`src/rtl/chan_mux_demux_router.sv`:
```
`default_nettype none
// ============================================================================
// Module   : chan_mux_demux_router
// Purpose  : Registered N_IN -> N_OUT channel router. One source channel is
//            copied to one destination channel each cycle; all other
//            destinations are held at zero. Route changes are requested over
//            a valid/ready handshake and are separated by GUARD blanking
//            cycles, so no destination ever sees a partial or mixed sample.
// Ports    : clk, rst_n          clock / async active-low reset
//            in_data             packed inputs, ch k = in_data[k*WIDTH +: WIDTH]
//            req_in_sel/out_sel  requested route, qualified by req_valid
//            req_ready           high while routing (request can be taken)
//            out_data            packed outputs, only the active dest is non-zero
//            out_active          one-hot active destination, 0 while blanking
//            cur_in_sel/out_sel  current route
//            busy                high during the blanking interval
//            req_err             one-cycle pulse on an out-of-range request
// Revision : 1.0  initial release
// ============================================================================
module chan_mux_demux_router #(
    parameter int WIDTH = 1,
    parameter int N_IN  = 2,
    parameter int N_OUT = 4,
    parameter int GUARD = 2,
    localparam int SI   = $clog2(N_IN),
    localparam int SO   = $clog2(N_OUT)
) (
    input  logic                   clk,
    input  logic                   rst_n,
    input  logic [N_IN*WIDTH-1:0]  in_data,
    input  logic [SI-1:0]          req_in_sel,
    input  logic [SO-1:0]          req_out_sel,
    input  logic                   req_valid,
    output logic                   req_ready,
    output logic [N_OUT*WIDTH-1:0] out_data,
    output logic [N_OUT-1:0]       out_active,
    output logic [SI-1:0]          cur_in_sel,
    output logic [SO-1:0]          cur_out_sel,
    output logic                   busy,
    output logic                   req_err
);

    localparam int CW = (GUARD > 1) ? $clog2(GUARD) : 1;

    typedef enum logic [0:0] {
        ST_ROUTE = 1'b0,
        ST_GUARD = 1'b1
    } state_t;

    state_t                 state_q,       state_d;
    logic [CW-1:0]          guard_cnt_q,   guard_cnt_d;
    logic [SI-1:0]          cur_in_q,      cur_in_d;
    logic [SO-1:0]          cur_out_q,     cur_out_d;
    logic [SI-1:0]          pend_in_q,     pend_in_d;
    logic [SO-1:0]          pend_out_q,    pend_out_d;
    logic [N_OUT*WIDTH-1:0] out_data_q,    out_data_d;
    logic [N_OUT-1:0]       out_active_q,  out_active_d;
    logic                   busy_q,        busy_d;
    logic                   req_err_d,     req_err_q;

    // Route used to build next-cycle outputs; route_en low blanks everything.
    logic                   route_en;
    logic [SI-1:0]          rt_in;
    logic [SO-1:0]          rt_out;
    logic [WIDTH-1:0]       src;
    logic                   req_bad;

    // Zero-extended compare so non-power-of-2 channel counts flag only the
    // encodings at or above the channel count.
    assign req_bad = ({{(32-SI){1'b0}}, req_in_sel}  >= 32'(N_IN)) ||
                     ({{(32-SO){1'b0}}, req_out_sel} >= 32'(N_OUT));

    always_comb begin
        state_d     = state_q;
        guard_cnt_d = guard_cnt_q;
        cur_in_d    = cur_in_q;
        cur_out_d   = cur_out_q;
        pend_in_d   = pend_in_q;
        pend_out_d  = pend_out_q;
        busy_d      = 1'b0;
        req_err_d   = 1'b0;
        route_en    = 1'b1;
        rt_in       = cur_in_q;
        rt_out      = cur_out_q;

        case (state_q)
            ST_ROUTE: begin
                if (req_valid) begin
                    if (req_bad) begin
                        req_err_d = 1'b1;
                    end else if ((req_in_sel != cur_in_q) || (req_out_sel != cur_out_q)) begin
                        // Blank already in the acceptance cycle so the zero
                        // window on the outputs lines up with busy.
                        pend_in_d   = req_in_sel;
                        pend_out_d  = req_out_sel;
                        guard_cnt_d = CW'(GUARD - 1);
                        state_d     = ST_GUARD;
                        busy_d      = 1'b1;
                        route_en    = 1'b0;
                    end
                end
            end
            ST_GUARD: begin
                busy_d   = 1'b1;
                route_en = 1'b0;
                if (guard_cnt_q == '0) begin
                    // Last blank cycle: commit the new route and drive its
                    // data so it appears on the first ROUTE cycle.
                    state_d   = ST_ROUTE;
                    cur_in_d  = pend_in_q;
                    cur_out_d = pend_out_q;
                    busy_d    = 1'b0;
                    route_en  = 1'b1;
                    rt_in     = pend_in_q;
                    rt_out    = pend_out_q;
                end else begin
                    guard_cnt_d = guard_cnt_q - CW'(1);
                end
            end
            default: state_d = ST_ROUTE;
        endcase

        src = '0;
        for (int j = 0; j < N_IN; j++) begin
            if (SI'(j) == rt_in) begin
                src = in_data[j*WIDTH +: WIDTH];
            end
        end

        out_data_d   = '0;
        out_active_d = '0;
        for (int k = 0; k < N_OUT; k++) begin
            if (route_en && (SO'(k) == rt_out)) begin
                out_data_d[k*WIDTH +: WIDTH] = src;
                out_active_d[k]              = 1'b1;
            end
        end
    end

    always_ff @(posedge clk or negedge rst_n) begin
        if (!rst_n) begin
            state_q      <= ST_ROUTE;
            guard_cnt_q  <= '0;
            cur_in_q     <= '0;
            cur_out_q    <= '0;
            pend_in_q    <= '0;
            pend_out_q   <= '0;
            out_data_q   <= '0;
            out_active_q <= '0;
            busy_q       <= 1'b0;
            req_err_q    <= 1'b0;
        end else begin
            state_q      <= state_d;
            guard_cnt_q  <= guard_cnt_d;
            cur_in_q     <= cur_in_d;
            cur_out_q    <= cur_out_d;
            pend_in_q    <= pend_in_d;
            pend_out_q   <= pend_out_d;
            out_data_q   <= out_data_d;
            out_active_q <= out_active_d;
            busy_q       <= busy_d;
            req_err_q    <= req_err_d;
        end
    end

    assign req_ready   = (state_q == ST_ROUTE);
    assign out_data    = out_data_q;
    assign out_active  = out_active_q;
    assign cur_in_sel  = cur_in_q;
    assign cur_out_sel = cur_out_q;
    assign busy        = busy_q;
    assign req_err     = req_err_q;

endmodule
`default_nettype wire

```
`config.mk`:
```
export PLATFORM = sky130hd
export DESIGN_NAME = chan_mux_demux_router
export DESIGN_NICKNAME = d
export VERILOG_FILES = /design/src/rtl/chan_mux_demux_router.sv
export SDC_FILE = /design/constraint.sdc
export NUM_CORES = 1
export LEC_CHECK = 0
export CORE_UTILIZATION = 47
export DETAILED_ROUTE_END_ITERATION = 8
export GPL_TIMING_DRIVEN = 0
export HOLD_SLACK_MARGIN = 0.15
export PLACE_DENSITY = 0.88
export REMOVE_ABC_BUFFERS = 1
export SYNTH_ARGS = -nofsm -noshare
export SYNTH_HDL_FRONTEND = slang
export SYNTH_SLANG_ARGS = --single-unit
```
`constraint.sdc`:
```
create_clock -name clk -period 2.09 [get_ports clk]
set_input_delay 0.3135 -clock clk [delete_from_list [all_inputs] [get_ports clk]]
set_output_delay 0.3135 -clock clk [all_outputs]
set_load 0.01 [all_outputs]
```
# Yosys cells after proc, flatten, opt, wreduce, memory -nomap -nowiden
# Index checks and enable logic that the tools add are counted.
dict set report totals {
  regBits 16
  inputBits 8
  out_inout_bits 14
  wordCells 50
}
dict set report op_classes {
  addsub 1
  n_eq_ne 7
  muxes 25
  bitwise 1
  reduce_logical 8
}
# op n
set op_table {}
lappend op_table {{1-bit two-way mux} 20}
lappend op_table {{1-bit case mux with 2 select lines} 3}
lappend op_table {{2-bit equality test (first input constant)} 2}
lappend op_table {{1-bit logical AND} 4}
lappend op_table {{2-bit two-way mux} 2}
lappend op_table {{3-bit AND reduction} 1}
lappend op_table {{1-bit by 2-bit equality test with 1-bit output (first input constant)} 1}
lappend op_table {{2-bit zero test} 1}
lappend op_table {{2-bit by 1-bit inequality test with 1-bit output (second input constant)} 1}
lappend op_table {{2-bit inequality test} 1}
lappend op_table {{2-bit inequality test (second input constant)} 1}
lappend op_table {{2-bit AND reduction} 1}
lappend op_table {{1-bit logical OR} 1}
lappend op_table {{1-bit inequality test} 1}
lappend op_table {{1-bit inverter} 1}
lappend op_table {{1-bit subtractor (second input constant)} 1}

# Depth between registers and ports, before layout
# Gate-level depths: netlist (run 1).
dict set report depth {
  depth_word 7
  mapped_depth 5
  depth_no_buf 4
}

# Least setup slack after synthesis (run 1)
# No wires, ideal clock.
dict set report synth_timing {
  path_type {register to register}
  start {register cur_out_q[0] (netlist: cur_out_sel[0])}
  end {register pend_in_q}
  arrival_time_ps 1365
  required_time_ps 1965
  setup_slack_ps 601
  stages_incl_launch_ff 4
  path_buffers 0
  path_cell_list {dfrtp_1 xor2_1 o31ai_4 mux2_2}
}
dict set report synth_via {
  elab_chain_len 3
}
# element line_no
set synth_rtl {}
lappend synth_rtl {{from (decl)} 53} ;# logic [SO-1:0] cur_out_q, cur_out_d;
lappend synth_rtl {{from (signal assigned)} 156} ;# cur_out_q <= cur_out_d;
lappend synth_rtl {{2-bit inequality test} 91} ;# end else if ((req_in_sel != cur_in_q) || (req_out_sel != cur_out_q)) begin
lappend synth_rtl {{1-bit logical OR} 91}
lappend synth_rtl {{3-bit AND reduction (no line)} -}
lappend synth_rtl {{to (signal assigned)} 157} ;# pend_in_q <= pend_in_d;
lappend synth_rtl {{to (decl)} 54} ;# logic [SI-1:0] pend_in_q, pend_in_d;
# No other way between the ends.
# A chain may end at the register's enable or synchronous reset.

==> results of run 1 <==
-- flip-flops by register name, indices dropped and copies added, names as in the netlist --
register and count:
guard_cnt_q 1, cur_out_sel 2, cur_in_sel 1, pend_in_q 1
busy 1, out_active 4, pend_out_q 2, out_data 4
-- cell type report --
type / count / area [sq um] / area share [%]
clock buffers: 3 / 22.5 / 2.37
inverters: 4 / 15.0 / 1.58
multi-input cells: 37 / 292 / 30.7
flip-flops and latches: 16 / 400 / 42.2
well taps: 15 / 18.8 / 1.98
repair buffers: 20 / 200 / 21.1
-- logic make-up after synthesis --
| group | share of synthesized area [%] |
|---|---|
| buffers and inverters | 3.66 |
| other | 0.522 |
| muxes | 9.76 |
| DFF | 55.7 |
| xor gates and xnor gates | 3.66 |
| and+or+nand+nor | 14.6 |
| AOI/OAI and AO/OA | 12.0 |
-- stage by stage --
| step | power [mW] | hold slack (ns) | util [%] |
|---|---|---|---|
| floorplan | 0.970 | 0.0179 | - |
| global placement | 1.24 | 0.486 | 67.8 |
| detailed placement | 1.27 | 0.498 | 67.8 |
| CTS | 1.42 | 0.470 | 69.4 |
| global route | 1.53 | 0.513 | 69.4 |
| finish | 1.41 | 0.450 | 69.4 |
-- worst min-delay path by stage --
stage	start	to	slack [ns]	cells past startpoint
2_1_floorplan	rst_n	busy	0.02	0
3_3_place_gp	pend_in_q	pend_in_q	0.49	1
3_5_place_dp	pend_in_q	pend_in_q	0.50	1
4_1_cts	rst_n	guard_cnt_q	0.47	1
5_1_grt	rst_n	out_data[0]	0.51	1
6_report	rst_n	busy	0.45	1
-- critical path: stages, from the launching register on --
cell	delay, ns
dfrtp_1	0.43
nand2b_1	0.32
mux2_2	0.43
mux2i_2	0.34
nor3_2	0.08
-- layout by cell type, fill, tap and decap left out --
cell type / count
conb_1: 1
a21oi_1: 2
a31oi_1: 4
nor2b_1: 1
nand2_1: 2
o21ai_0: 1
nor3_2: 4
nor2_1: 5
mux2i_2: 1
or3_1: 1
clkbuf_4: 3
mux2_2: 5
o21ai_4: 1
nand2b_1: 1
dfrtp_1: 16
xor2_1: 3
nor3_1: 1
nor3b_1: 2
o31ai_4: 1
clkdlybuf4s50_1: 20
o32ai_1: 1
inv_1: 4
-- where the power goes --
| group | internal, mW | total (mW) | leakage (nW) | switching [mW] |
|---|---|---|---|---|
| logic | 0.361 | 0.706 | 0.182 | 0.345 |
| clock network | 0.0666 | 0.151 | 0.0138 | 0.0842 |
| registers | 0.440 | 0.550 | 0.204 | 0.110 |
-- routing by layer --
layer,routed length [microns],GRT usage [%],vias up
met4,7,7.26,0
met5,0,0,-
li1,-,-,246
met1,511,21.2,245
met3,63,4.89,2
met2,608,29.7,19
==> flow_summary.yaml, run 1 <==
status:
  status: "finished, final reports clean"
floorplan:
  die_y_microns: 41.1
  coreArea_sq_um: 1370
  rows: 13
  die_width_microns: 41.1
  ios: 22
  initial_core_util_pct: 52.6
  die_area_sq_um: 1690
sta:
  hold_violations: 0
  fin_ws_ns: 0.373
  finalSetupViolCount: 0
  fin_crit_ns: 1.72
  drv_slew: 0
  tightest_slew_ns: 0.687
  rsz0062_at_grt: "false"
  post-route-period-util_pct: 82.1
  setup_tns_ns: 0
  clock_skew_ns: 0.00329
  max_freq_mhz: 582
  max-slew-margin-rel_pct: 54.0
setup_path:
  r2r-start: "busy"
  crit_path_end: "out_data[0]"
  arrival_ns: 1.87
  worstSetupStartpointType: "register"
  end_kind: "register"
  timing.rr.end: "out_data[0]"
  crit_path_start: "busy"
  critical_path_peak_fanout: 11
  worst-endpoint-required_ns: 2.24
  worstRegToRegCells: 4
  crit_type: "reg -> reg"
  rrSetupSlack_ns: 0.37
clock_tree:
  root_buffer: "clkbuf_4"
  postCtsHoldBufs: 0
  htreeDepth: 1
  clk_pin_slew_worst_paths_ns: 0.08
  cts_made_buffers: 3
  insertion_delay_ns: 0.27
  clockBufferDepth: 2
  cts_tree: "yes"
  cts_setup_buffers: 0
  cts_sinks: 16
  cts.repair.resized: 0
placement:
  dpl.hpwl_microns: 907
  dpl_worst_slack_ns: 0.250
  port_buffers: 20
  placed_area_sq_um: 926
  dp_cells: 92
  place.gp.congestion: 0.735
yosys:
  synthArstFlopShare_pct: 100
  synth_common_cells: "dfrtp_1, mux2_2, nor2_1"
  yosys_warnings: 0
  yosys.area.top_type_share_pct: 55.7
  ys_seq_area_share_pct: 55.7
  synthDistinctLibCells: 22
  ys_seq_elements: 16
  synth.area.top_cells: "dfrtp_1, mux2_2, nor3_2, xor2_1, a31oi_1"
  synth_enable_flop_cells: 0
  synth_ff_type: "dfrtp_1"
  syn-cell-area_sq_um: 718
  synth_most_common_cell: "dfrtp_1"
  netlist_instances: 59
  syn_area_per_cell_sq_um: 12.2
  yosysTopAreaCell: "dfrtp_1"
drt:
  vias: 512
  wl_per_cell_microns: 12.5
  routed_wl_mm: 1.19
  firstDrtPassIters: 4
  drtIter0Drc: 5
  antenna_left: 0
  post_drt_via_cell_ratio: 5.39
  drcViolationCount: 0
global_routing:
  overflow: 0
  grt_first_pass_wirelength_mm: 1.93
  antenna_found_initial: 0
  grt_pass1_vias: 465
  grtUsageTotal_pct: 17.8
  grt_max_degree: 17
finish:
  fillers: 115
  nNetsFinal: 90
  drive_above_1_share_pct: 18.8
  antennaDiodeCount: 0
  final_cells: 95
  design_area_sq_um: 948
  syn2layout_area_growth_pct: 32.1
power:
  power_density_nw_per_um2: 1480
  vdd_drop_max_mv: 0.850
  power_leakage_nw: 0.401
hold_path:
  min_path_type: "in -> async"
run:
  cap_violations: 0
Note: power is estimated with default switching activity, not from simulation.
==> run 2, diff against run 1 <==
- CORE_UTILIZATION: 47 -> 44
- PLACE_DENSITY: 0.88 -> 0.84
- clock period: 2.09 -> 1.64 ns (I/O delays scaled with it)
==> run 2 against run 1 <==
  * Final cell count increased by 2.1%
  * Cell area is 3.3% higher
  * Routed wire length grew 7.1%
  * First-iteration DRC count rose by 40%
  * Clock power increased by 68%
  * Power up 35%
  * Critical path type is now reg -> out
  * Critical endpoint is now cur_out_sel[0]
==> flow_summary.yaml, run 2 (synthesized netlist as in run 1, its figures left out) <==
status:
  status: "finished, final reports clean"
global_routing:
  grtUsageTotal_pct: 15.4
  antenna_found_initial: 0
  overflow: 0
  grt_pass1_vias: 495
  grt_first_pass_wirelength_mm: 2.06
  grt_max_degree: 17
clock_tree:
  clk_pin_slew_worst_paths_ns: 0.09
  cts_setup_buffers: 0
  cts_tree: "yes"
  clockBufferDepth: 2
  postCtsHoldBufs: 0
  insertion_delay_ns: 0.28
  cts_sinks: 16
  cts_made_buffers: 3
  htreeDepth: 1
  root_buffer: "clkbuf_4"
setup_path:
  crit_buf_inv: 1
  critPathTopFamily: "buffers and inverters"
  worstRegToRegCells: 3
  r2r-start: "cur_out_sel[1]"
  crit_type: "reg -> out"
  worstSetupStartpointType: "register"
  end_kind: "output port"
  slowest_delay_ns: 0.58
  arrival_ns: 1.33
  critical_path_peak_fanout: 6
  worst-endpoint-required_ns: 1.39
  timing.rr.end: "pend_in_q"
  cpMaxStageDelayCell: "clkdlybuf4s50_1"
  crit_chain: "clkdlybuf4s50_1"
  rrSetupSlack_ns: 0.09
power:
  power_density_nw_per_um2: 1930
  vdd_drop_max_mv: 1.10
  power_leakage_nw: 0.413
drt:
  wl_per_cell_microns: 13.1
  vias: 529
  routed_wl_mm: 1.28
  drtIter0Drc: 7
  drcViolationCount: 0
  post_drt_via_cell_ratio: 5.45
  antenna_left: 0
  firstDrtPassIters: 4
sta:
  holdWs_ns: 0.377
  fin_crit_ns: 1.57
  drv_slew: 0
  max_freq_mhz: 636
  tightest_slew_ns: 0.702
  post-route-period-util_pct: 95.9
  finalSetupViolCount: 0
  rsz0062_at_grt: "false"
  hold_violations: 0
  clock_skew_ns: 0.00252
  max-slew-margin-rel_pct: 53.1
floorplan:
  die_area_sq_um: 1800
  initial_core_util_pct: 47.1
  ios: 22
  rows: 14
  die_width_microns: 42.4
  die_y_microns: 42.4
  coreArea_sq_um: 1520
placement:
  dp_cells: 93
  port_buffers: 20
  placed_area_sq_um: 927
  place.gp.congestion: 0.804
  dpl.hpwl_microns: 931
finish:
  syn2layout_area_growth_pct: 36.4
  final_cell_mix: "clkdlybuf4s50_1, dfrtp_1, mux2_2, nor2_1"
  final_util_pct: 64.3
  final_common_cell: "clkdlybuf4s50_1"
  antennaDiodeCount: 0
  design_area_sq_um: 980
  nNetsFinal: 90
  final_cells: 97
  drive_above_1_share_pct: 24.7
run:
  cap_violations: 0
hold_path:
  min_path_type: "in -> async"
==> run 2: changes by cell type in the layout (fill, tap and decap cells not counted) <==
cell,delta
dlymetal6s2s_1,+1
clkdlybuf4s50_1,-1
nand2b_1,-1
dfrtp_1,-2
dfrtp_2,+2
nand2b_2,+1
inv_1,-1
mux2i_2,-1
clkbuf_8,+1
mux2i_4,+1
inv_2,+1
==> run 2: timing repair <==
| item | in CTS | in global routing |
|---|---|---|
| setup endpoints to repair | 5 | 8 |
| endpoints found under the hold margin | 0 | 0 |
| resized for setup | 2 | 4 |
| pin swaps | 0 | 1 |
==> run 2: stage by stage <==
stage	setup TNS (ns)	power [mW]	worst slack (ns)
after detailed placement	-0.805	1.61	-0.140
after global routing	0	2.01	0.0151
after floorplan	0	1.24	0.0474
final	0	1.89	0.0666
after CTS	0	1.88	0.00285
after global placement	-0.482	1.58	-0.121
==> run 2: area by class of cell <==
| class | instances | area, sq um |
|---|---|---|
| well taps | 16 | 20.0 |
| multi-input cells | 37 | 303 |
| fillers | 122 | 544 |
| inverters | 4 | 15.0 |
| clock buffers | 4 | 36.3 |
| flip-flops and latches | 16 | 403 |
| repair buffers | 20 | 203 |
==> run 2: how the worst max path moves through the flow <==
stage,start,end,cells after the start
after floorplan,busy,out_data[0],4
after global placement,req_out_sel[0],pend_in_q,4
after detailed placement,req_out_sel[0],pend_in_q,4
after CTS,busy,out_data[0],4
after global routing,cur_out_sel[0],cur_out_sel[0],1
final,cur_out_sel[0],cur_out_sel[0],1
==> run 2: power breakdown <==
group | switching [mW] | internal (mW)
Sequential | 0.139 | 0.565
Combinational | 0.460 | 0.476
Clock | 0.119 | 0.135
Total | 0.718 | 1.18
==> run 2: metal layers <==
metal	track usage, %	share of wire [%]	vias up
li1	-	-	247
met1	18.9	43	257
met2	24.9	50	23
met3	4.31	6.3	2
met4	7.50	0.78	0
met5	0	0	-
